<file path="config.mk">
export PLATFORM = sky130hd
export DESIGN_NAME = gray_colormap
export DESIGN_NICKNAME = d
export VERILOG_FILES = /design/src/rtl/image_filter_pkg.sv /design/src/rtl/colormap_lut.sv /design/src/rtl/gray_colormap.sv
export SDC_FILE = /design/constraint.sdc
export NUM_CORES = 1
export LEC_CHECK = 0
export ABC_AREA = 1
export BUFFER_PORTS_ARGS = -buffer_cell sky130_fd_sc_hd__buf_2
export CORE_MARGIN = 2
export CORE_UTILIZATION = 55
export CTS_BUF_LIST = sky130_fd_sc_hd__clkbuf_8
export CTS_CLUSTER_SIZE = 10
export DETAILED_ROUTE_END_ITERATION = 6
export GPL_TIMING_DRIVEN = 0
export PLACE_DENSITY = 0.75
export SLEW_MARGIN = 30
export SYNTH_ARGS = -nofsm -noshare
export SYNTH_HDL_FRONTEND = slang
export SYNTH_SLANG_ARGS = --single-unit
</file>
<file path="constraint.sdc">
create_clock -name clk -period 4.2 [get_ports clk]
set_input_delay 0.42 -clock clk [delete_from_list [all_inputs] [get_ports clk]]
set_output_delay 0.42 -clock clk [all_outputs]
set_load 0.1 [all_outputs]
</file>
<file path="src/rtl/image_filter_pkg.sv">
// Shared definitions for the image filter blocks: colormap selection
// codes, the heat-map breakpoints and a saturation helper.
package image_filter_pkg;

  typedef enum logic [1:0] {
    CM_GRAY  = 2'd0,
    CM_HEAT  = 2'd1,
    CM_INV   = 2'd2,
    CM_SEPIA = 2'd3
  } cm_mode_t;

  // Luminance levels where the heat map moves from red to yellow to white
  localparam logic [7:0] HEAT_BP_LOW  = 8'd85;
  localparam logic [7:0] HEAT_BP_HIGH = 8'd170;

  // Clamp a 10-bit intermediate product to the 8-bit channel range
  function automatic logic [7:0] sat8(input logic [9:0] value);
    return (value > 10'd255) ? 8'hFF : value[7:0];
  endfunction

endpackage

</file>
<file path="src/rtl/colormap_lut.sv">
// Combinational per-pixel mapping from an 8-bit luminance and a colormap
// select to a packed {R, G, B} colour.
module colormap_lut
  import image_filter_pkg::*;
(
  input  logic [7:0]  gray,
  input  logic [1:0]  mode,
  output logic [23:0] rgb
);

  logic [9:0] heat_r_full;
  logic [9:0] heat_g_full;
  logic [9:0] heat_b_full;
  logic [7:0] inv;
  logic [7:0] sepia_g;
  logic [7:0] sepia_b;

  // Heat products are formed at 10 bits and clamped, so they never wrap
  always_comb begin
    heat_r_full = 10'd3 * {2'b00, gray};
    heat_g_full = '0;
    heat_b_full = '0;
    if (gray >= HEAT_BP_LOW) begin
      heat_g_full = 10'd3 * {2'b00, 8'(gray - HEAT_BP_LOW)};
    end
    if (gray >= HEAT_BP_HIGH) begin
      heat_b_full = 10'd3 * {2'b00, 8'(gray - HEAT_BP_HIGH)};
    end
    inv     = 8'hFF - gray;
    sepia_g = 8'((11'd7 * {3'b000, gray}) >> 3);
    sepia_b = 8'((11'd5 * {3'b000, gray}) >> 3);
  end

  // Select the channel triple for the requested colormap
  always_comb begin
    rgb = {gray, gray, gray};
    case (cm_mode_t'(mode))
      CM_GRAY:  rgb = {gray, gray, gray};
      CM_HEAT:  rgb = {sat8(heat_r_full), sat8(heat_g_full), sat8(heat_b_full)};
      CM_INV:   rgb = {inv, inv, inv};
      CM_SEPIA: rgb = {gray, sepia_g, sepia_b};
      default:  rgb = {gray, gray, gray};
    endcase
  end

endmodule

</file>
<file path="src/rtl/gray_colormap.sv">
// Two-stage valid/ready pipeline turning a gray pixel stream into RGB.
// Stage 1 holds the pixel with the colormap it must use; stage 2 holds the
// mapped colour. The colormap is chosen at each accepted start-of-frame.
module gray_colormap
  import image_filter_pkg::*;
#(
  parameter int PIPE_STAGES = 2
) (
  input  logic        clk,
  input  logic        rst_n,
  input  logic        in_valid,
  output logic        in_ready,
  input  logic [7:0]  gray_in,
  input  logic        in_sof,
  input  logic [1:0]  mode_in,
  output logic        out_valid,
  input  logic        out_ready,
  output logic [23:0] pixel_out,
  output logic        out_sof
);

  if (PIPE_STAGES != 2) begin : g_bad_depth
    $error("gray_colormap only supports PIPE_STAGES = 2");
  end

  logic        v1;
  logic        sof1;
  logic [7:0]  gray1;
  cm_mode_t    mode1;
  cm_mode_t    mode_reg;
  cm_mode_t    mode_eff;
  logic        v2;
  logic        s1_adv;
  logic        s2_adv;
  logic        accept;
  logic [23:0] rgb1;

  // A stage may load when it is empty or its contents move on this cycle
  assign s2_adv   = !v2 || out_ready;
  assign s1_adv   = !v1 || s2_adv;
  assign in_ready = s1_adv;
  assign accept   = in_valid && s1_adv;
  assign mode_eff = in_sof ? cm_mode_t'(mode_in) : mode_reg;

  assign out_valid = v2;

  // Remember the frame's colormap; only a start-of-frame pixel changes it
  always_ff @(posedge clk or negedge rst_n) begin
    if (!rst_n) begin
      mode_reg <= CM_GRAY;
    end else if (accept && in_sof) begin
      mode_reg <= cm_mode_t'(mode_in);
    end
  end

  // Stage 1: capture the accepted pixel together with its effective mode
  always_ff @(posedge clk or negedge rst_n) begin
    if (!rst_n) begin
      v1    <= 1'b0;
      sof1  <= 1'b0;
      gray1 <= '0;
      mode1 <= CM_GRAY;
    end else if (s1_adv) begin
      v1 <= in_valid;
      if (in_valid) begin
        sof1  <= in_sof;
        gray1 <= gray_in;
        mode1 <= mode_eff;
      end
    end
  end

  colormap_lut u_lut (
    .gray (gray1),
    .mode (mode1),
    .rgb  (rgb1)
  );

  // Stage 2: register the mapped colour; held while downstream stalls
  always_ff @(posedge clk or negedge rst_n) begin
    if (!rst_n) begin
      v2        <= 1'b0;
      pixel_out <= '0;
      out_sof   <= 1'b0;
    end else if (s2_adv) begin
      v2 <= v1;
      if (v1) begin
        pixel_out <= rgb1;
        out_sof   <= sof1;
      end
    end
  end

endmodule

</file>
### Word level (Yosys, flattened, before mapping)

Cells that the tools add are included.
W data, S select, Z words.

| word-level totals | value |
|---|---|
| output and inout bits | 27 |
| input port bits | 15 |
| word-level logic and storage cells | 40 |
| bits in registers | 40 |

| operators by class | value |
|---|---|
| order comparisons | 5 |
| add/subtract/negate cells | 3 |
| multipliers | 5 |
| eq/ne operators | 3 |
| reductions and logical operators | 9 |
| muxes and demuxes | 7 |

Operator list:

| kind | number |
|---|---|
| $pmux W24 S4 | 1 |
| $gt A10 B8 Y1 const B | 3 |
| $mul A2 B8 Y10 const A | 3 |
| $mux W8 | 3 |
| $mul A3 B8 Y11 const A | 2 |
| $mux W10 | 2 |
| $ge A8 B7 Y1 const B | 1 |
| $ge A8 B8 Y1 const B | 1 |
| $sub A8 B7 Y8 const B | 1 |
| $sub A8 B8 Y8 const A | 1 |
| $sub A8 B8 Y8 const B | 1 |
| $eq A2 B2 Y1 const B | 2 |
| $reduce_and A2 Y1 | 2 |
| $eq A2 B1 Y1 const B | 1 |
| $logic_and A1 B1 Y1 | 2 |
| $logic_not A1 Y1 | 2 |
| $logic_not A2 Y1 | 1 |
| $logic_or A1 B1 Y1 | 2 |
| $mux W2 | 1 |

### Depth between registers and ports, before layout

Gate-level depths: netlist of run 1.

| depth | value |
|---|---|
| depth in word-level cells | 6 |
| mapped depth | 27 |
| depth with buffers taken out | 26 |

### Modules after synthesis

From an unflattened synthesis of run 1, not the netlist that was laid out.

| second synthesis, totals | value |
|---|---|
| cell total of the unflattened synthesis | 645 |
| area total of the unflattened synthesis | 4504.3 µm² |

Modules (own cells, without submodules):

| module | times used | cells each | sequential area each (µm²) | area an instance (µm²) |
|---|---|---|---|---|
| colormap_lut | 1 | 469 | 0.0 | 2881.5 |
| gray_colormap | 1 | 176 | 1001.0 | 1622.8 |

### Worst setup path after synthesis of run 1

No wires, ideal clock.

| timing path | value |
|---|---|
| path kind | reg2reg |
| from | register gray1[1] |
| to | register pixel_out[13] |
| data required time | 4087 ps |
| clock period less this slack | 2924 ps |
| slack | 1276 ps |
| stages on the path, launching flop included | 26 |
| buffers on the path | 0 |
| library setup time | 113 ps |
| arrival time | 2811 ps |
| cell sequence | dfrtp_1 inv_1 ha_1 inv_1 nand2_1 nand2_1 inv_1 nand2_1 nand2_1 ha_1 nand2_1 inv_1 nand2_1 nand2_1 nor2_1 nor2_1 nand3_1 nand3_1 nand2_2 nand2_4 nand2_2 nand2_1 nand2_1 nand3_1 nand2_1 inv_1 |

| on the way | value |
|---|---|
| cells in the longest elaborated chain, start to end | 6 |
| elaborated cells between the ends (all ways) | 9 |
| classes of those cells | 2 x add/sub; 2 x mul; 2 x order compare; 3 x mux |

Ends and longest elaborated chain:

| element | RTL line | source |
|---|---|---|
| from (decl) | gray_colormap.sv:28 | `logic [7:0] gray1;` |
| from (signal assigned) | gray_colormap.sv:67 | `gray1 <= gray_in;` |
| $sub A8 B7 Y8 | colormap_lut.sv:24 | `heat_g_full = 10'd3 * {2'b00, 8'(gray - HEAT_BP_LOW)};` |
| $mul A2 B8 Y10 | colormap_lut.sv:24 |  |
| $mux W10 | colormap_lut.sv:23 | `if (gray >= HEAT_BP_LOW) begin` |
| $gt A10 B8 Y1 | image_filter_pkg.sv:18 | `return (value > 10'd255) ? 8'hFF : value[7:0];` |
| $mux W8 | image_filter_pkg.sv:18 |  |
| $pmux W24 S4 (*) | colormap_lut.sv:37 | `case (cm_mode_t'(mode))` |
| to (signal assigned) | gray_colormap.sv:88 | `pixel_out <= rgb1;` |
| to (decl) | gray_colormap.sv:18 | `output logic [23:0] pixel_out,` |

Mark *: on every way between the ends. The rest lies on a longest branch, timed or not.
A chain may end at the register's enable or synchronous reset.

### Worst setup path in the final report of run 1

| timing path | value |
|---|---|
| from | register gray1[3] |
| to | register pixel_out[15] |

The elaborated chain is that of the path after synthesis.

==> key figures, run 1 <==
Global routing
  – First-pass GRT wire length: 21,300 µm
  – GRT overflow: 0
  – Initial antenna violation count: 0
  – GRT Overall Usage: 31.6%
  – Vias in the first global route: 4,220
  – Gr busiest metal: met2
  – Met2 usage: 50.2%
  – Met1 Use GR: 43.8%
  – Largest net degree at the start of global routing: 41
  – Grt met3 use: 6.61%

Routing
  – Via density per instance: 5.71
  – Residual DRC: 0
  – Routed wire length: 13,100 µm
  – Average wire per standard cell: 16.6 µm
  – Initial DRC Count: 446
  – DR pass1 iterations: 5
  – Post-route ant nets: 0
  – Via count: 4,507

Die
  – Io pins: 42
  – Die height: 93.2 µm
  – Initial Util: 56.7%
  – Total core area: 7730 µm²
  – Cell row count: 32
  – Die area: 8690 µm²
  – Chip width: 93.2 µm

Clocking
  – Post-CTS Setup Bufs: 0
  – Htree depth: 2
  – Root Driver: clkbuf_8
  – Total CTS buffers: 5
  – Clock latency on the worst-skew pair: 0.30 ns
  – Worst-path clk slew: 0.09 ns
  – Sink Count: 40
  – CTS Buffer Depth: 2
  – TritonCTS clock tree: done

Timing
  – Setup Skew: 0.0116 ns
  – WHS: 0.0748 ns
  – Slew at the pin closest to its max-slew limit: 0.795 ns
  – Final min period: 3.75 ns
  – FMAX: 0.266 GHz
  – Slew HR: 46.7%
  – Fin worst setup slack: 0.445 ns
  – Final period utilization: 89.4%
  – Final Max Tran Viols: 0
  – Fin. Hold Viols: 0
  – RSZ-0062 raised after global routing: false
  – Setup tns final: 0 ns
  – Final count of negative-setup-slack endpoints: 0

Layout
  – Antenna cells: 0
  – Top Registers: pixel_out (24), gray1 (8)
  – Nets@finish: 764
  – Number of flip-flops in the largest register: 24
  – Fillers: 766
  – Non-Filler Instances: 790
  – Reg with most FFs: pixel_out
  – Area growth syn-to-layout: 10.2%
  – Final design utilization: 62.5%
  – Most frequent cells in the layout: 183 x nand2_1, 87 x inv_1, 60 x nand3_1, 51 x ha_1, 42 x buf_2
  – Commonest non-fill, non-tap cell in the layout: nand2_1
  – Share of cells above drive strength 1: 14.1%
  – Design Area, Final: 4830 µm²

Power
  – Int Power: 1.33 mW
  – Comb power frac: 72.3%
  – Total power: 3.48 mW
  – Power share of the clock group: 9.3%
  – Switching power share of the total: 61.8%
  – VDD IR max: 460 µV
  – Pwr/cell area: 721 nW/µm²
  – Leak Pwr: 2.59 nW
  – Seq pwr share: 18.3%
  – Psw: 2.15 mW

Worst setup path
  – CP top delay family: simple AND/OR/NAND/NOR gates
  – Critical path depth: 24
  – Worst EP arrival: 3.96 ns
  – Crit path cell chain: inv_1, ha_1, nand2_1, nand2_1, inv_1, nand2_1, nand2_1, ha_1, nand2_1, inv_1, nand2_1, nand2_1, nor2_1, nor2_1, nand3_1, nand3_1, nand2_2, nand2_4, nand2_2, nand2_1, nand2_1, nand3_1, nand2_1, inv_1
  – Crit path largest cell delay: 0.85 ns
  – Buf/Inv on CP: 4
  – Worst Path Max Fanout: 14
  – Crit path kind: reg -> reg
  – Setup crit end: pixel_out[15]$_DFFE_PN0P_
  – CP required: 4.40 ns
  – CP max-delay cell: dfrtp_1
  – Worst R2R Path Depth: 24
  – Worst Setup Start Kind: flip-flop
  – Worst r2r src: gray1[3]$_DFFE_PN0P_
  – Cell mode on critical path: nand2_1
  – Flop2flop setup slack: 0.45 ns
  – Reg-to-Reg End: pixel_out[15]$_DFFE_PN0P_
  – CP endpoint kind: flip-flop
  – Critical path origin: gray1[3]$_DFFE_PN0P_

Placed design
  – DP HPWL: 10,300 µm
  – PortBufs: 41
  – Dpl ws: 0.467 ns
  – Cells after DPL: 782
  – RePlAce Congestion: 0.974
  – Post-placement cell area: 4710 µm²

Logic synthesis
  – Cell area after synthesis: 4380 µm²
  – Gate count of the mapped netlist: 639
  – Syn nets: 716
  – Synthesis Warnings: 0
  – Synth area leaders: dfrtp_1 23%, nand2_1 16%, ha_1 15%
  – Sequential fraction of the synthesis area: 22.9%
  – Synth cell types: 38
  – Cell taking the most area after synthesis: dfrtp_1
  – Flops & latches, synth: 40
  – Avg Cell Area, Syn: 6.86 µm²
  – Area share of the largest cell type after synthesis: 22.9%

Status
  – Status: finished, final reports clean

Flow run
  – Number of max-cap violations: 0

Hold path
  – HP Class: in -> async
-- layout make-up --
cell class                      instances  area [µm²]  share of cell area (%)
Tap cell                              102         128                    2.64
Buffer                                 11        55.1                    1.14
Clock buffer                            5        68.8                    1.43
Clock inverter                          3        42.5                   0.881
Inverter                               93         349                    7.23
Sequential cell                        40        1000                    20.8
Timing Repair Buffer                   41         208                    4.30
Multi-Input combinational cell        495        2980                    61.6
-- worst register-to-register path, delay by kind of cell, from the launching register on --
| family | cells | cell delay (ns) |
|---|---|---|
| flops | 1 | 0.85 |
| buf+inv | 4 | 0.57 |
| fa+ha+maj | 2 | 0.64 |
| simple gates | 18 | 1.61 |
-- per-layer routing --
| metal | routed length (µm) | vias to the layer above |
|---|---|---|
| met1 | 5960 | 2091 |
| met5 | 0 | - |
| met4 | 315 | 0 |
| met3 | 987 | 31 |
| met2 | 5870 | 196 |
| li1 | - | 2189 |
-- repair_timing --
item,4_1_cts,5_1_grt
endpoints found under the setup margin,0,1
endpoints found under the hold margin,0,0
gates resized for setup,0,1
hold buffers,0,0
-- Yosys cell counts, drive strengths merged --
| cell type | number |
|---|---|
| fa | 11 |
| dfrtp | 40 |
| ha | 51 |
| a21oi | 37 |
| a31oi | 11 |
| o311ai | 2 |
| o31ai | 5 |
| or2 | 28 |
| xnor2 | 3 |
| o21a | 3 |
| o21ai | 40 |
| nor4 | 1 |
| nand4 | 6 |
| o221ai | 4 |
| and2 | 2 |
| buf | 4 |
| clkbuf | 7 |
| nor3 | 3 |
| nand2 | 191 |
| inv | 91 |
| xor2 | 8 |
| clkinv | 2 |
| a211oi | 1 |
| o21bai | 1 |
| nand3b | 5 |
| a31o | 1 |
| nand3 | 62 |
| nor2 | 19 |
-- power by group through the flow --
stage | clock, mW | combinational, mW | sequential [mW]
after detailed placement | 0 | 2.48 | 0.644
after global routing | 0.340 | 2.73 | 0.656
after floorplan | 0 | 1.15 | 1.45
after CTS | 0.326 | 2.49 | 0.637
final | 0.325 | 2.52 | 0.639
after global placement | 0 | 2.43 | 0.638
-- worst min-delay path by stage --
stage,start,to,slack [ns],cells past startpoint
after CTS,rst_n,pixel_out[11]$_DFFE_PN0P_,0.29,1
after floorplan,rst_n,gray1[0]$_DFFE_PN0P_,0.12,0
final,rst_n,pixel_out[11]$_DFFE_PN0P_,0.07,1
after global placement,out_sof$_DFFE_PN0P_,out_sof$_DFFE_PN0P_,0.46,2
after detailed placement,pixel_out[20]$_DFFE_PN0P_,pixel_out[20]$_DFFE_PN0P_,0.49,2
after global routing,rst_n,pixel_out[11]$_DFFE_PN0P_,0.12,1
-- kinds of logic (layout without fill, tap and decap cells) --
family	after synthesis	in the layout	share of synthesized area [%]
compound gates	105	105	13.6
xor+xnor	11	11	2.20
fa+ha+maj	62	62	19.6
buf+inv	104	153	9.23
flops	40	40	22.9
simple gates	317	317	32.5
Note: power is estimated with default switching activity, not from simulation.
==> inputs of run 2 (changes only) <==
--- a/config.mk
+++ b/config.mk
@@ -12,7 +12,6 @@
 export CTS_BUF_LIST = sky130_fd_sc_hd__clkbuf_8
 export CTS_CLUSTER_SIZE = 10
 export DETAILED_ROUTE_END_ITERATION = 6
-export GPL_TIMING_DRIVEN = 0
 export PLACE_DENSITY = 0.75
 export SLEW_MARGIN = 30
 export SYNTH_ARGS = -nofsm -noshare
==> key figures, run 2 (same netlist as run 1, synthesis figures left out) <==
Global routing
  – GRT Overall Usage: 31.3% (-0.22 points)
  – Met2 usage: 51.2% (+1.0 points)
  – Grt met3 use: 5.08% (-1.5 points)
  – GRT overflow: 0 (unchanged)
  – Met1 Use GR: 43.5% (-0.28 points)
  – Vias in the first global route: 4,152 (-1.6%)
  – Initial antenna violation count: 0 (unchanged)
  – First-pass GRT wire length: 21,100 µm (-0.78%)
  – Gr busiest metal: met2
  – Largest net degree at the start of global routing: 41 (unchanged)

Die
  – Initial Util: 56.7% (unchanged)
  – Io pins: 42 (unchanged)
  – Die area: 8690 µm² (unchanged)
  – Chip width: 93.2 µm (unchanged)
  – Die height: 93.2 µm (unchanged)
  – Cell row count: 32 (unchanged)
  – Total core area: 7730 µm² (unchanged)

Layout
  – Most frequent cells in the layout: 183 x nand2_1, 88 x inv_1, 60 x nand3_1, 51 x ha_1
  – Share of cells above drive strength 1: 13.7% (-0.40 points)
  – Reg with most FFs: pixel_out
  – Top Registers: pixel_out (24), gray1 (8)
  – Final design utilization: 61.9% (-0.58 points)
  – Area growth syn-to-layout: 9.20%
  – Nets@finish: 755 (-1.2%)
  – Antenna cells: 0 (unchanged)
  – Commonest non-fill, non-tap cell in the layout: nand2_1
  – Number of flip-flops in the largest register: 24 (unchanged)

Power
  – Comb power frac: 72.4% (about the same)
  – Seq pwr share: 18.4% (about the same)
  – VDD IR max: 397 µV (-14%)
  – Switching power share of the total: 61.8% (about the same)
  – Pwr/cell area: 724 nW/µm² (+0.38%)
  – Power share of the clock group: 9.2% (about the same)
  – Psw: 2.14 mW (-0.59%)
  – Leak Pwr: 2.58 nW (-0.46%)
  – Int Power: 1.32 mW (-0.52%)

Timing
  – Setup tns final: 0 ns (unchanged)
  – Final count of negative-setup-slack endpoints: 0 (unchanged)
  – Fin. Hold Viols: 0 (unchanged)
  – Slew HR: 48.8% (+2.0 points)
  – Final period utilization: 86.4% (-3.0 points)
  – Final Max Tran Viols: 0 (unchanged)
  – Setup Skew: 0.0107 ns (-0.000918 ns)
  – Slew at the pin closest to its max-slew limit: 0.764 ns (-0.0305 ns)
  – RSZ-0062 raised after global routing: false
  – FMAX: 0.276 GHz (+3.5%)
  – Final min period: 3.63 ns (-0.126 ns)

Routing
  – Via count: 4,448 (-1.3%)
  – Via density per instance: 5.70 (-0.17%)
  – Average wire per standard cell: 16.7 µm (+0.67%)
  – Routed wire length: 13,100 µm (-0.47%)
  – Initial DRC Count: 337 (-24%)
  – DR pass1 iterations: 6 (+1)
  – Post-route ant nets: 0 (unchanged)
  – Residual DRC: 0 (unchanged)

Clocking
  – Clock latency on the worst-skew pair: 0.30 ns (about the same)
  – Sink Count: 40 (unchanged)
  – Resize count post-CTS: 0 (unchanged)
  – Total CTS buffers: 5 (unchanged)
  – Htree depth: 2 (unchanged)
  – Worst-path clk slew: 0.09 ns (about the same)
  – Root Driver: clkbuf_8
  – Post-CTS Setup Bufs: 0 (unchanged)
  – Cts hold-fix bufs: 0 (unchanged)
  – TritonCTS clock tree: done
  – CTS Buffer Depth: 2 (unchanged)

Worst setup path
  – Worst EP arrival: 3.83 ns (-0.13 ns)
  – Worst Setup Start Kind: flip-flop
  – CP endpoint kind: flip-flop
  – CP required: 4.40 ns (about the same)
  – Worst Path Max Fanout: 13 (-1)
  – Crit path kind: reg -> reg

Flow run
  – Number of max-cap violations: 0 (unchanged)

Hold path
  – HP Class: in -> async

Placed design
  – DP HPWL: 10,200 µm (-0.54%)
  – RePlAce Congestion: 0.978 (+0.34%)
  – PortBufs: 41 (unchanged)

Status
  – Status: finished, final reports clean
-- run 2: changes by cell type in the layout (fill, tap and decap cells not counted), sizes merged --
cell / before / now
clkbuf: 12 / 5
buf: 45 / 43
clkinvlp: 1 / 0
inv: 91 / 92
-- run 2: power groups by stage --
stage               logic [mW]  clock network, mW  registers [mW]
floorplan                 1.15                  0            1.45
global placement          2.43                  0           0.640
detailed placement        2.47                  0           0.643
CTS                       2.48              0.321           0.637
global route              2.72              0.336           0.655
finish                    2.51              0.318           0.636
-- run 2: routing by layer --
metal	wire length [µm]	part of all wire [%]	vias to the layer above
met5	0	0	-
met4	294	2.2	0
met3	983	7.5	29
met2	6050	46	193
met1	5740	44	2066
li1	-	-	2160
-- run 2: cell type report --
type	count	area (µm²)
clock buffer	5	68.8
clock inverter	3	38.8
fill	756	2940
inverter	93	349
multi-input combinational	495	2980
sequential	40	1000
tap	102	128
timing repair buffer	43	223
-- run 2: critical path, stage by stage, from the launching register on --
cell and delay [ns]:
dfrtp_1 0.72, inv_1 0.33, ha_1 0.31, inv_1 0.13, nand2_1 0.09, nand2_1 0.10, inv_1 0.07, nand2_1 0.05
nand2_1 0.11, ha_1 0.38, nand2_1 0.11, inv_1 0.04, nand2_1 0.05, nand2_1 0.05, nor2_1 0.16, nor2_1 0.07
nand3_1 0.09, nand3_1 0.09, nand2_2 0.11, nand3_1 0.11, nand2_1 0.09, nand4_1 0.12, nand2_1 0.09, inv_1 0.04
-- run 2: final timing paths --
kind,start,end,slack (ns),depth (start not counted)
worst max-delay path,gray1[1]$_DFFE_PN0P_,pixel_out[12]$_DFFE_PN0P_,0.57,23
worst min-delay path,rst_n,gray1[3]$_DFFE_PN0P_,0.08,1
worst max register to register,gray1[1]$_DFFE_PN0P_,pixel_out[12]$_DFFE_PN0P_,0.57,23
worst min register to register,out_sof$_DFFE_PN0P_,out_sof$_DFFE_PN0P_,0.49,2
max in group asynchronous,rst_n,gray1[2]$_DFFE_PN0P_,3.74,1
min in group clk,gray_in[4],gray1[4]$_DFFE_PN0P_,0.32,3
-- run 2: per-stage QoR --
step | area [µm²] | cells | hold slack (ns) | worst slack [ns] | power (mW)
3_3_place_gp | 4670 | 773 | 0.459 | 0.713 | 3.07
6_report | 4780 | 781 | 0.0807 | 0.571 | 3.46
5_1_grt | 4780 | 781 | 0.129 | 0.136 | 3.71
2_1_floorplan | 4380 | 639 | 0.124 | 1.28 | 2.60
4_1_cts | 4780 | 781 | 0.287 | 0.632 | 3.44
3_5_place_dp | 4670 | 773 | 0.480 | 0.665 | 3.11
